**config.mk**
```make
export PLATFORM = sky130hd
export DESIGN_NAME = coin_acceptor
export DESIGN_NICKNAME = d
export VERILOG_FILES = /design/src/rtl/coin_acceptor.sv
export SDC_FILE = /design/constraint.sdc
export NUM_CORES = 1
export LEC_CHECK = 0
export BUFFER_PORTS_ARGS = -buffer_cell sky130_fd_sc_hd__buf_2
export CORE_ASPECT_RATIO = 1.2
export CORE_MARGIN = 8
export CORE_UTILIZATION = 47
export DETAILED_ROUTE_END_ITERATION = 8
export PLACE_DENSITY = 0.67
export REMOVE_ABC_BUFFERS = 1
export SLEW_MARGIN = 10
export SYNTH_ARGS = -nofsm -noshare
export SYNTH_HDL_FRONTEND = slang
export SYNTH_SLANG_ARGS = --single-unit
```
**constraint.sdc**
```tcl
create_clock -name clk -period 4.5 [get_ports clk]
set_input_delay 0.675 -clock clk [delete_from_list [all_inputs] [get_ports clk]]
set_output_delay 0.675 -clock clk [all_outputs]
set_load 0.02 [all_outputs]
```
**src/rtl/coin_acceptor.sv**
```systemverilog
// Coin acceptor: synchronises the slot sensor and done button, debounces insertions,
// maps sizes to coins/credit, and runs the session. `COIN_TIMEOUT_EN adds an idle auto-finish timer.
module coin_acceptor #(
  parameter int DEBOUNCE_CYCLES = 4,
  parameter int TIMEOUT_CYCLES  = 1000,
  parameter int MAX_CREDIT      = 2000
) (
  input  logic        clk,
  input  logic        rst_n,
  input  logic        coin_sense,
  input  logic [1:0]  coin_size,
  input  logic        done_btn,
  input  logic        session_clr,
  output logic [1:0]  coin,
  output logic        drop_coin,
  output logic        finish_coin,
  output logic [10:0] credit,
  output logic        reject
);

  localparam int CNT_W = $clog2(DEBOUNCE_CYCLES + 1);

  typedef enum logic [2:0] {IDLE, DEBOUNCE, ACCEPT, HOLD, FINISHED} state_t;

  state_t           state_reg, state_next;
  logic             sense_meta_reg, sense_sync_reg;
  logic             btn_meta_reg, btn_sync_reg, btn_prev_reg;
  logic [CNT_W-1:0] cnt_reg, cnt_next;
  logic [1:0]       size_reg, size_next;
  logic [1:0]       coin_reg, coin_next;
  logic [1:0]       drop_cnt_reg, drop_cnt_next;
  logic             finish_reg, finish_next;
  logic [10:0]      credit_reg, credit_next;
  logic             reject_reg, reject_next;
  logic             done_pend_reg, done_pend_next;
  logic             btn_rise, done_req, timeout_hit;
  logic [1:0]       code;
  logic [11:0]      value, sum;

`ifdef COIN_TIMEOUT_EN
  localparam int TMR_W = $clog2(TIMEOUT_CYCLES + 1);
  logic [TMR_W-1:0] timer_reg, timer_next;
`endif

  assign btn_rise = btn_sync_reg & ~btn_prev_reg;
  // A press seen while debouncing/accepting is held until IDLE or HOLD can act on it.
  assign done_req = btn_rise | done_pend_reg;

  always_comb begin
    code  = 2'd0;
    value = 12'd10;
    case (size_reg)
      2'd0: begin code = 2'd0; value = 12'd10;  end
      2'd1: begin code = 2'd1; value = 12'd20;  end
      2'd2: begin code = 2'd3; value = 12'd50;  end
      2'd3: begin code = 2'd2; value = 12'd100; end
      default: ;
    endcase
  end

  always_comb begin
    state_next     = state_reg;
    cnt_next       = cnt_reg;
    size_next      = size_reg;
    coin_next      = coin_reg;
    drop_cnt_next  = (drop_cnt_reg != 2'd0) ? drop_cnt_reg - 2'd1 : 2'd0;
    finish_next    = finish_reg;
    credit_next    = credit_reg;
    reject_next    = 1'b0;
    done_pend_next = done_pend_reg | btn_rise;
    timeout_hit    = 1'b0;
    sum            = {1'b0, credit_reg} + value;
`ifdef COIN_TIMEOUT_EN
    timer_next = timer_reg;
    if ((state_reg == IDLE || state_reg == HOLD) && credit_reg != '0 && timer_reg != '0) begin
      timer_next  = timer_reg - TMR_W'(1);
      timeout_hit = (timer_reg == TMR_W'(1));
    end
`endif

    case (state_reg)
      IDLE: begin
        if (done_req || timeout_hit) begin
          state_next = FINISHED;
        end else if (sense_sync_reg) begin
          state_next = DEBOUNCE;
          cnt_next   = CNT_W'(1);
        end
      end
      DEBOUNCE: begin
        if (cnt_reg == CNT_W'(DEBOUNCE_CYCLES)) begin
          size_next  = coin_size;
          state_next = ACCEPT;
        end else if (!sense_sync_reg) begin
          state_next = IDLE;
        end else begin
          cnt_next = cnt_reg + CNT_W'(1);
        end
      end
      ACCEPT: begin
        state_next = HOLD;
        // 12-bit sum keeps the ceiling compare exact even near the 11-bit limit.
        if (sum <= 12'(MAX_CREDIT)) begin
          credit_next   = sum[10:0];
          coin_next     = code;
          drop_cnt_next = 2'd2;
`ifdef COIN_TIMEOUT_EN
          timer_next = TMR_W'(TIMEOUT_CYCLES);
`endif
        end else begin
          reject_next = 1'b1;
        end
      end
      HOLD: begin
        if (done_req || timeout_hit) begin
          state_next = FINISHED;
        end else if (!sense_sync_reg) begin
          state_next = IDLE;
        end
      end
      FINISHED: begin
        if (session_clr) begin
          state_next  = IDLE;
          finish_next = 1'b0;
        end
      end
      default: state_next = IDLE;
    endcase

    if (state_next == FINISHED && state_reg != FINISHED) begin
      finish_next = 1'b1;
    end
    if (state_next == FINISHED || state_reg == FINISHED) begin
      done_pend_next = 1'b0;
    end

    // Clear wins over a same-cycle accept; FSM state and in-flight drop pulse are untouched.
    if (session_clr) begin
      credit_next = '0;
`ifdef COIN_TIMEOUT_EN
      timer_next = '0;
`endif
    end
  end

  always_ff @(posedge clk or negedge rst_n) begin
    if (!rst_n) begin
      state_reg      <= IDLE;
      sense_meta_reg <= 1'b0;
      sense_sync_reg <= 1'b0;
      btn_meta_reg   <= 1'b0;
      btn_sync_reg   <= 1'b0;
      btn_prev_reg   <= 1'b0;
      cnt_reg        <= '0;
      size_reg       <= 2'd0;
      coin_reg       <= 2'd0;
      drop_cnt_reg   <= 2'd0;
      finish_reg     <= 1'b0;
      credit_reg     <= '0;
      reject_reg     <= 1'b0;
      done_pend_reg  <= 1'b0;
`ifdef COIN_TIMEOUT_EN
      timer_reg      <= '0;
`endif
    end else begin
      state_reg      <= state_next;
      sense_meta_reg <= coin_sense;
      sense_sync_reg <= sense_meta_reg;
      btn_meta_reg   <= done_btn;
      btn_sync_reg   <= btn_meta_reg;
      btn_prev_reg   <= btn_sync_reg;
      cnt_reg        <= cnt_next;
      size_reg       <= size_next;
      coin_reg       <= coin_next;
      drop_cnt_reg   <= drop_cnt_next;
      finish_reg     <= finish_next;
      credit_reg     <= credit_next;
      reject_reg     <= reject_next;
      done_pend_reg  <= done_pend_next;
`ifdef COIN_TIMEOUT_EN
      timer_reg      <= timer_next;
`endif
    end
  end

  assign coin        = coin_reg;
  assign drop_coin   = (drop_cnt_reg != 2'd0);
  assign finish_coin = finish_reg;
  assign credit      = credit_reg;
  assign reject      = reject_reg;

endmodule

```
# Word level (Yosys, flattened, before mapping)
# Cells that the tools add are included.
# Widths: inputs -> output; s select.
# word_totals
inputBits	7
output_inout_bits	16
elab_cells	76
register_bits	31
# classes
n_reduce_logical	15
eq_ne	14
order_cmp	1
bitwise	3
add_sub_neg	3
muxes	26
# op_table
operator	count
$pmux 12 s4	1
$mux 11	3
$mux 3	10
$pmux 3 s5	1
$add 11x12->12	1
$le 12x11->1 const B	1
$reduce_bool 2->1	6
$eq 3x3->1 const B	3
$ne 2x2->1 const B	4
$pmux 2 s4	1
$reduce_and 2->1	4
$eq 3x2->1 const B	2
$mux 1	6
$mux 2	3
$pmux 3 s2	1
$reduce_and 5->1	1
$eq 2x2->1 const B	2
$add 3x1->3 const B	1
$eq 3x1->1 const B	1
$logic_not 3->1	1
$ne 3x3->1 const B	1
$eq 2x1->1 const B	1
$logic_not 2->1	1
$sub 2x1->2 const B	1
5 further kinds	5

# Depth between registers and ports, before layout
# Gate-level depths: netlist (run 1).
# depth
ltp_word	9
mapped_depth	14
mapped_depth_nobuf	13

# Worst setup path before layout (run 1)
# Ideal clock, no wire load.
# synth_path
path_kind	register to register
from	register size_reg[0]
to	register coin_reg[0] (netlist: coin[0])
t_arrival_ns	3.078
setup_time_ns	0.128
slack_ns	1.295
period_less_slack_ns	3.205
required_time_ns	4.372
path_buffers	1
stages_incl_launch_ff	15
path_cell_list	dfrtp_1 -> inv_1 -> ha_1 -> or2_2 -> ha_1 -> inv_1 -> fa_1 -> nor3b_1 -> a211oi_1 -> o21ai_0 -> a211oi_2 -> and4_4 -> buf_6 -> nor2_2 -> mux2_1
# synth_via
elab_chain_cells	5
elab_cells_between_ends	9
cone_classes	1 x add/sub; 1 x order compare; 3 x eq/ne; 2 x mux; 2 x reduce/logical
# synth_lines
item	line	text
start, declared	29	logic [1:0] size_reg, size_next;
start signal, assigned	173	size_reg <= size_next;
$eq 2x2->1 (tied with other cells)	52	case (size_reg)
$pmux 12 s4	52	
$add 11x12->12	72	sum = {1'b0, credit_reg} + value;
$le 12x11->1	103	if (sum <= 12'(MAX_CREDIT)) begin
$reduce_and 2->1 (no line)	-	
end signal, assigned	174	coin_reg <= coin_next;
end, declared	30	logic [1:0] coin_reg, coin_next;
# Parallel ways exist; a longest one is shown, timed or not. The select of a mux whose other input is x is not followed.
# A chain may end at the register's enable or synchronous reset.

# Worst setup path after layout (run 1)
# layout_path
from	register size_reg[1]
to	register coin_reg[0] (netlist: coin[0])
# The elaborated chain is that of the path after synthesis.

==> results of run 1 <==
metal layers:
metal | global-route usage (%) | vias to the layer above | routed length [µm]
li1 | - | 743 | -
met1 | 14.54 | 667 | 1710
met2 | 20.46 | 23 | 1762
met3 | 3.695 | 4 | 148
met4 | 5.292 | 0 | 30
met5 | 0 | - | 0
how the worst min path moves through the flow:
stage | start | depth (start not counted) | to | slack (ns)
after CTS | sense_meta_reg | 0 | sense_sync_reg | 0.36
after global routing | btn_meta_reg | 0 | btn_sync_reg | 0.36
after floorplan | btn_meta_reg | 0 | btn_sync_reg | 0.33
after detailed placement | sense_meta_reg | 0 | sense_sync_reg | 0.34
final | sense_meta_reg | 0 | sense_sync_reg | 0.35
after global placement | sense_meta_reg | 0 | sense_sync_reg | 0.34
area by class of cell:
cell class | count | area, µm²
Fill cell | 364 | 1759
Multi-Input combinational cell | 147 | 1003
Sequential cell | 30 | 750.7
Timing Repair Buffer | 21 | 105.1
Clock buffer | 5 | 68.82
Tap cell | 54 | 67.56
Inverter | 14 | 52.55
Clock inverter | 3 | 40.04
through the flow:
step | instances | setup WS (ns) | power, mW
final | 274 | 1.062 | 0.9698
after global routing | 274 | 0.7701 | 1.044
after CTS | 274 | 1.070 | 0.9843
after detailed placement | 266 | 1.096 | 0.7175
after global placement | 266 | 1.166 | 0.7154
after floorplan | 191 | 1.340 | 0.6219
cell usage in the layout (no fill, tap or decap), types with 2 or more instances in the layout:
master	synthesis	final
mux2_1	2	2
mux2_2	2	2
nand2_1	12	12
and3_1	2	2
a211oi_2	2	2
clkinv_2	0	2
o21ai_1	3	3
clkbuf_8	0	5
a21o_1	5	5
ha_1	13	13
a211oi_1	3	3
nand3b_1	2	2
nand3_1	4	4
buf_2	1	21
xnor2_1	5	5
inv_1	14	14
or2_2	4	4
nor3_1	3	3
dfrtp_1	30	30
a21oi_1	14	14
o211ai_1	2	2
nand4_1	2	2
or4_1	2	2
mux2i_1	2	2
nor3b_1	3	3
nor2_1	19	19
nand2b_1	3	3
nor2b_1	4	4
o21ai_0	12	12
report_power, final:
part / switching, mW / total [mW] / internal, mW
logic: 0.197 / 0.351 / 0.153
registers: 0.0497 / 0.360 / 0.311
clock network: 0.0961 / 0.259 / 0.163
total: 0.343 / 0.970 / 0.627
worst max-delay path: cells and delay by family (launching register included):
family,cells,cell delay (ns)
AOI/OAI and AO/OA,3,0.86
adders and majority gates,3,0.81
buffers and inverters,2,0.19
DFF,1,0.41
muxes,1,0.34
and+or+nand+nor,4,0.69
cells by family (layout without fill, tap and decap cells):
kind of cell	Yosys count	count (layout)
DFF	30	30
xor gates and xnor gates	6	6
muxes	6	6
AOI/OAI and AO/OA	53	53
other	1	1
and+or+nand+nor	67	67
adders and majority gates	14	14
buffers and inverters	21	43
==> results.yml, run 1 <==
final_layout:
  utilization_pct: 54.28
  largest_reg_flops: 10
  fin_nets: 240
  area_growth_pct: 13.15
  drive_above_1_share_pct: 19.55
  n_antenna_cell: 0
  design_area_um2: 2088
synthesis:
  ys_seq_area_share_pct: 40.68
  yosys.area_share.simple_pct: 18.92
  syn_inst: 198
  ys_async_sr_fraction_pct: 100.0
  synth.top_cells.by_count: "30 x dfrtp_1, 19 x nor2_1, 14 x a21oi_1, 14 x inv_1, 13 x ha_1"
  ys_ff_latch: 30
  syn_avg_cell_area_um2: 9.321
  synth-adder-area-share_pct: 9.898
  netlist_area_um2: 1846
  synth_area_leader_cell: "dfrtp_1"
  synth_top_area_share_pct: 40.68
  synth_top_family_by_area: "compound AO/OA/AOI/OAI gates"
  yosysMostFrequentCell: "dfrtp_1"
  synth_compound_area_share_pct: 18.98
  synth_xor_xnor_area_share_pct: 2.847
  synth_edf_count: 0
  synth.mux.area_fraction_pct: 3.525
  synth.area.top_cells: "dfrtp_1 41%, ha_1 8.8%, nor2_1 3.9%, a21oi_1 3.8%, o21ai_0 3.3%"
  synth_ff_type: "dfrtp_1"
  yosysWarnings: 0
  netlist-cell-type-count: 52
critical_path:
  slowest_delay_ns: 0.51
  r2r-end: "coin[0]"
  cp-endpoint: "coin[0]"
  path_class: "reg -> reg"
  crit_arrival_ns: 3.60
  crit_start: "size_reg[1]"
  crit_required_ns: 4.66
  reg2reg_from: "size_reg[1]"
  critPathMaxFanout: 10
  endpoint_kind: "flip-flop"
  r2r_slack_ns: 1.06
  slowest_stage: "o21ai_1"
  r2r_cells: 13
  crit_path_start_kind: "flip-flop"
  crit_chain: "inv_1 -> ha_1 -> or2_2 -> ha_1 -> inv_1 -> fa_1 -> nand2b_1 -> a21oi_2 -> o21ai_0 -> and2_1 -> o21ai_1 -> nor2_2 -> mux2_1"
sta:
  slew_violations: 0
  fin_worst_skew_ns: 0.005902
  min_period_ns: 3.438
  hold_viol_final: 0
  finalSetupViolCount: 0
  worstMarginPinSlew_ns: 0.6405
  hold_ws_ns: 0.3525
  fin_crit_sh_pct: 76.41
  timing.fmax_mhz: 290.8
  relSlewSlack_pct: 57.30
  finalSetupTns_ns: 0
  rsz0062_at_grt: "false"
floorplan:
  ios: 23
  die_w_um: 73.21
  die_h_um: 84.65
  core_area_um2: 3847
  die_area_um2: 6196
  start_util_pct: 47.97
  rows: 25
clock_tree:
  cts_resized: 0
  cts_buffers: 5
  cts_root_buf: "clkbuf_8"
  insertion_delay_ns: 0.28
  ctsHtreeMaxLevel: 2
  clk_path_buf_depth: 2
  hold_buffers: 0
  cts_tree: "done"
  cts_sinks: 30
  postCtsSetupBuffers: 0
  clk_pin_slew_ns: 0.06
detailed_routing:
  via_per_inst: 5.245
  dr.pass1.iters: 4
  drt-initial-drc-count: 63
  ant_nets: 0
  dr_total_vias: 1437
  drc: 0
  wl_um: 3651
  wire_per_inst_um: 13.32
pwr:
  ir_drop_mv: 0.2966
  p_leak_nw: 0.9765
  p_per_area_nw_per_um2: 464.4
place:
  placed_area_um2: 1979
  gp_congestion: 0.8674
  hpwlAfterDp_um: 2770
  portBuffers: 21
global_routing:
  track_usage_pct: 12.48
  grt_pass1_wl_um: 6134
  globalRouteOverflowTotal: 0
  grt_antenna_before_repair: 0
  grt_max_degree: 31
  grt_pass1_vias: 1362
job:
  max-cap-violations: 0
outcome:
  outcome: "complete, no violations"
worst_hold_path:
  hp-class: "reg -> reg"
Note: power is estimated with default switching activity, not from simulation.
==> run 2: changes to the inputs <==
Settings changed: PLACE_DENSITY 0.67 to 0.69.
Clock period 4.5 ns to 2.87 ns, I/O delays scaled along.
==> results.yml, run 2 (synthesized netlist as in run 1, its figures left out) <==
clock_tree:
  ctsHtreeMaxLevel: 2
  insertion_delay_ns: 0.28
  clk_pin_slew_ns: 0.07
  clk_path_buf_depth: 2
  cts_tree: "done"
  hold_buffers: 0
  cts_root_buf: "clkbuf_8"
  cts_sinks: 30
  cts_buffers: 5
floorplan:
  die_h_um: 84.65
  rows: 25
  die_w_um: 73.21
  core_area_um2: 3847
  die_area_um2: 6196
  start_util_pct: 47.97
  ios: 23
sta:
  rsz0062_at_grt: "true"
  fin_worst_skew_ns: 0.009135
  worst_slack_ns: -0.2640
  relSlewSlack_pct: 54.54
  hold_viol_final: 0
  finalSetupTns_ns: -2.187
  min_period_ns: 3.134
  timing.fmax_mhz: 319.1
  fin_crit_sh_pct: 109.2
  hold_ws_ns: 0.1917
  finalSetupViolCount: 12
  slew_violations: 0
  worstMarginPinSlew_ns: 0.6819
critical_path:
  crit_arrival_ns: 3.29
  path_class: "reg -> reg"
  crit_path_start_kind: "flip-flop"
  r2r_slack_ns: -0.26
  endpoint_kind: "flip-flop"
  r2r_cells: 12
  r2r-end: "coin[0]"
  reg2reg_from: "size_reg[1]"
  crit_required_ns: 3.03
  critPathMaxFanout: 8
final_layout:
  fillers: 308
  area_growth_pct: 35.05
  final_cell_mix: "30 x dfrtp_1, 27 x buf_4, 21 x buf_2"
  fin_nets: 271
  final_common_cell: "dfrtp_1"
  drive_above_1_share_pct: 38.15
  utilization_pct: 64.78
  n_antenna_cell: 0
  largest_reg_flops: 10
pwr:
  p_per_area_nw_per_um2: 701.8
  switching_power_uw: 645.2
  sequentialPowerShare_pct: 32.5
  comb_power_share_pct: 48.5
  ir_drop_mv: 0.4520
  p_leak_nw: 1.148
  switching_share_pct: 36.89
  total_power_mw: 1.749
  clock_power_share_pct: 19.0
  p_int_mw: 1.104
detailed_routing:
  dr.pass1.iters: 4
  wire_per_inst_um: 15.28
  ant_nets: 0
  wl_um: 4630
  drc: 0
  dr_total_vias: 1642
  via_per_inst: 5.419
  drt-initial-drc-count: 181
job:
  max-cap-violations: 0
global_routing:
  track_usage_pct: 15.76
  grt_pass1_wl_um: 7700
  grt_pass1_vias: 1662
  grt_max_degree: 31
  grt_antenna_before_repair: 0
  globalRouteOverflowTotal: 0
worst_hold_path:
  hp-class: "in -> async"
outcome:
  outcome: "complete, but fails checks"
  violations: "setup timing"
place:
  hpwlAfterDp_um: 3113
  portBuffers: 21
  gp_congestion: 0.8745
run 2: cell count changes in the layout (fill, tap and decap cells not counted), sizes merged:
cell and change:
clkinv -2, buf +31, bufinv -1, clkbuf +1
run 2: final cells by class:
class | instances | area, µm² | area share (%)
sequential | 30 | 750.7 | 30.12
multi-input combinational | 147 | 1186 | 47.59
tap | 54 | 67.56 | 2.711
clock buffer | 6 | 82.58 | 3.313
inverter | 14 | 52.55 | 2.108
timing repair buffer | 52 | 352.8 | 14.16
run 2: critical path: stages, from the launching register on:
cell and delay (ns):
dfrtp_1 0.40, inv_2 0.08, ha_4 0.17, or2_4 0.24
ha_4 0.16, inv_2 0.05, fa_2 0.44, a311oi_1 0.39
o21ai_1 0.14, a211oi_2 0.24, and4_4 0.32, nor2_4 0.08
mux2_4 0.30
run 2: metrics by stage:
step	worst slack (ns)	instances	cell area, µm²
after floorplan	-0.2900	191	1807
after global placement	-0.3034	288	2145
after detailed placement	-0.4337	288	2145
after CTS	-0.1328	300	2427
after global routing	-0.4236	303	2492
final	-0.2640	303	2492
run 2: worst max path at each step:
stage / startpoint / end / slack [ns]
floorplan: size_reg[0] / coin[0] / -0.29
global placement: size_reg[1] / coin[1] / -0.30
detailed placement: size_reg[1] / coin[1] / -0.43
CTS: size_reg[1] / credit[7] / -0.13
global route: size_reg[1] / coin[0] / -0.42
finish: size_reg[1] / coin[0] / -0.26
run 2: timing repair:
| item | CTS | global route |
|---|---|---|
| setup endpoints to repair | 14 | 14 |
| gates cloned | 0 | 0 |
| pin swaps | 16 | 8 |
| buffers inserted | 6 | 3 |
| hold endpoints to repair | 0 | 0 |
| gates resized for setup | 35 | 8 |
run 2: power groups by stage:
| stage | registers (mW) | logic, mW | clock network [mW] |
|---|---|---|---|
| floorplan | 0.577 | 0.398 | 0 |
| global route | 0.576 | 0.927 | 0.361 |
| global placement | 0.569 | 0.612 | 0 |
| CTS | 0.565 | 0.756 | 0.340 |
| detailed placement | 0.569 | 0.616 | 0 |
| finish | 0.568 | 0.849 | 0.332 |
run 2: per-layer routing:
| layer | global-route usage [%] | routed length [µm] |
|---|---|---|
| met4 | 8.029 | 64 |
| met2 | 26.41 | 2456 |
| met1 | 17.26 | 1877 |
| met5 | 0 | 0 |
| met3 | 4.768 | 232 |
==> run 3: changes to the inputs <==
Settings changed: CORE_MARGIN 8 to not set, CORE_UTILIZATION 47 to 45, PLACE_DENSITY 0.69 to 0.67, SLEW_MARGIN 10 to 20.
==> results.yml, run 3 (synthesized netlist as in run 1, its figures left out) <==
pwr:
  p_per_area_nw_per_um2: 706.7
  p_leak_nw: 1.095
  comb_power_share_pct: 47.5
  ir_drop_mv: 0.3779
  switching_share_pct: 36.62
  total_power_mw: 1.683
  sequentialPowerShare_pct: 33.8
  clock_power_share_pct: 18.8
  switching_power_uw: 616.2
  p_int_mw: 1.066
clock_tree:
  clk_pin_slew_ns: 0.06
  ctsHtreeMaxLevel: 2
  insertion_delay_ns: 0.28
  clk_path_buf_depth: 2
  cts_buffers: 5
  cts_sinks: 30
  cts_tree: "done"
  cts_root_buf: "clkbuf_8"
critical_path:
  cp_top_family: "adder cells"
  endpoint_kind: "flip-flop"
  critPathMaxFanout: 7
  crit_required_ns: 3.03
  crit_chain: "inv_2 -> ha_4 -> or2_4 -> ha_4 -> inv_2 -> fa_2 -> nor3b_1 -> a211oi_1 -> o21ai_1 -> a211oi_2 -> and4_4 -> nor2_4 -> mux2_1"
  slowest_stage: "fa_2"
  crit_arrival_ns: 3.14
  crit_path_start_kind: "flip-flop"
  slowest_delay_ns: 0.45
  path_buf_inv: 2
  path_class: "reg -> reg"
detailed_routing:
  via_per_inst: 5.264
  drt-initial-drc-count: 48
  ant_nets: 0
  dr_total_vias: 1574
  dr.pass1.iters: 4
  drc: 0
  wire_per_inst_um: 13.61
  wl_um: 4069
place:
  portBuffers: 21
  gp_congestion: 0.8539
  hpwlAfterDp_um: 2917
  placed_area_um2: 2145
  pre_cts_slack_ns: -0.3347
floorplan:
  core_area_um2: 3941
  die_h_um: 72.15
  start_util_pct: 46.83
  rows: 25
  ios: 23
  die_w_um: 60.46
  die_area_um2: 4362
sta:
  min_period_ns: 2.980
  hold_ws_ns: 0.1896
  finalSetupViolCount: 10
  fin_worst_skew_ns: 0.005773
  relSlewSlack_pct: 55.27
  rsz0062_at_grt: "true"
  fin_crit_sh_pct: 103.8
  slew_violations: 0
  worstMarginPinSlew_ns: 0.6710
  worst_slack_ns: -0.1099
  hold_viol_final: 0
  timing.fmax_mhz: 335.6
final_layout:
  regArea_um2: 750.7
  utilization_pct: 60.41
  drive_above_1_share_pct: 34.29
  fin_nets: 266
  multi_input_area_um2: 1130
  n_antenna_cell: 0
  fillers: 372
  final_common_cell: "dfrtp_1"
  area_growth_pct: 29.02
  largest_reg_flops: 10
  final_cell_mix: "30 x dfrtp_1, 25 x buf_4, 21 x buf_2"
  design_area_um2: 2381
outcome:
  outcome: "complete, but fails checks"
  violations: "setup timing"
global_routing:
  grt_pass1_vias: 1484
  grt_max_degree: 31
  grt_antenna_before_repair: 0
  grt_pass1_wl_um: 6665
  track_usage_pct: 20.43
  globalRouteOverflowTotal: 0
job:
  max-cap-violations: 0
worst_hold_path:
  hp-class: "in -> async"
==> run 3: cell type report <==
type                       instances  area share, %
clock buffer                       7          3.205
inverter                          14          2.207
timing repair buffer              47          12.77
multi-input combinational        147          47.45
tap                               54          2.838
sequential                        30          31.53
==> run 3: metrics by stage <==
step                cells  TNS, ns
global placement      288   -2.008
floorplan             191   -1.524
global route          299   -2.624
finish                299  -0.6243
detailed placement    288   -2.738
CTS                   298  -0.3593
==> run 3: power by group through the flow <==
stage | clock [mW] | combinational (mW) | sequential [mW]
after floorplan | 0 | 0.398 | 0.577
after global placement | 0 | 0.646 | 0.568
after detailed placement | 0 | 0.653 | 0.570
after CTS | 0.325 | 0.768 | 0.566
after global routing | 0.345 | 0.859 | 0.581
final | 0.316 | 0.799 | 0.568
==> run 3: path summary, 6_finish.rpt <==
| path | slack (ns) | startpoint | cells after the start | endpoint |
|---|---|---|---|---|
| worst max-delay path | -0.11 | size_reg[1] | 13 | coin[0] |
| worst min-delay path | 0.19 | rst_n | 1 | size_reg[0] |
| worst max register to register | -0.11 | size_reg[1] | 13 | coin[0] |
| worst min register to register | 0.36 | sense_meta_reg | 0 | sense_sync_reg |
| max in group asynchronous | 2.25 | rst_n | 1 | sense_sync_reg |
| min in group clk | 0.26 | done_btn | 1 | btn_meta_reg |
==> run 3: layer usage <==
layer | share of wire, % | track usage [%] | vias up
met5 | 0 | 0 | -
met4 | 1.3 | 7.071 | 0
met3 | 2.6 | 4.278 | 6
met2 | 51 | 33.94 | 27
met1 | 45 | 26.01 | 752
li1 | - | - | 789
==> run 3: repair_timing <==
item / 4_1_cts / 5_1_grt
gates cloned: 0 / 0
gates resized for setup: 24 / 6
hold buffers: 0 / 0
endpoints found under the hold margin: 0 / 0
pin swaps: 14 / 5
setup buffers: 3 / 1
setup endpoints to repair: 14 / 14
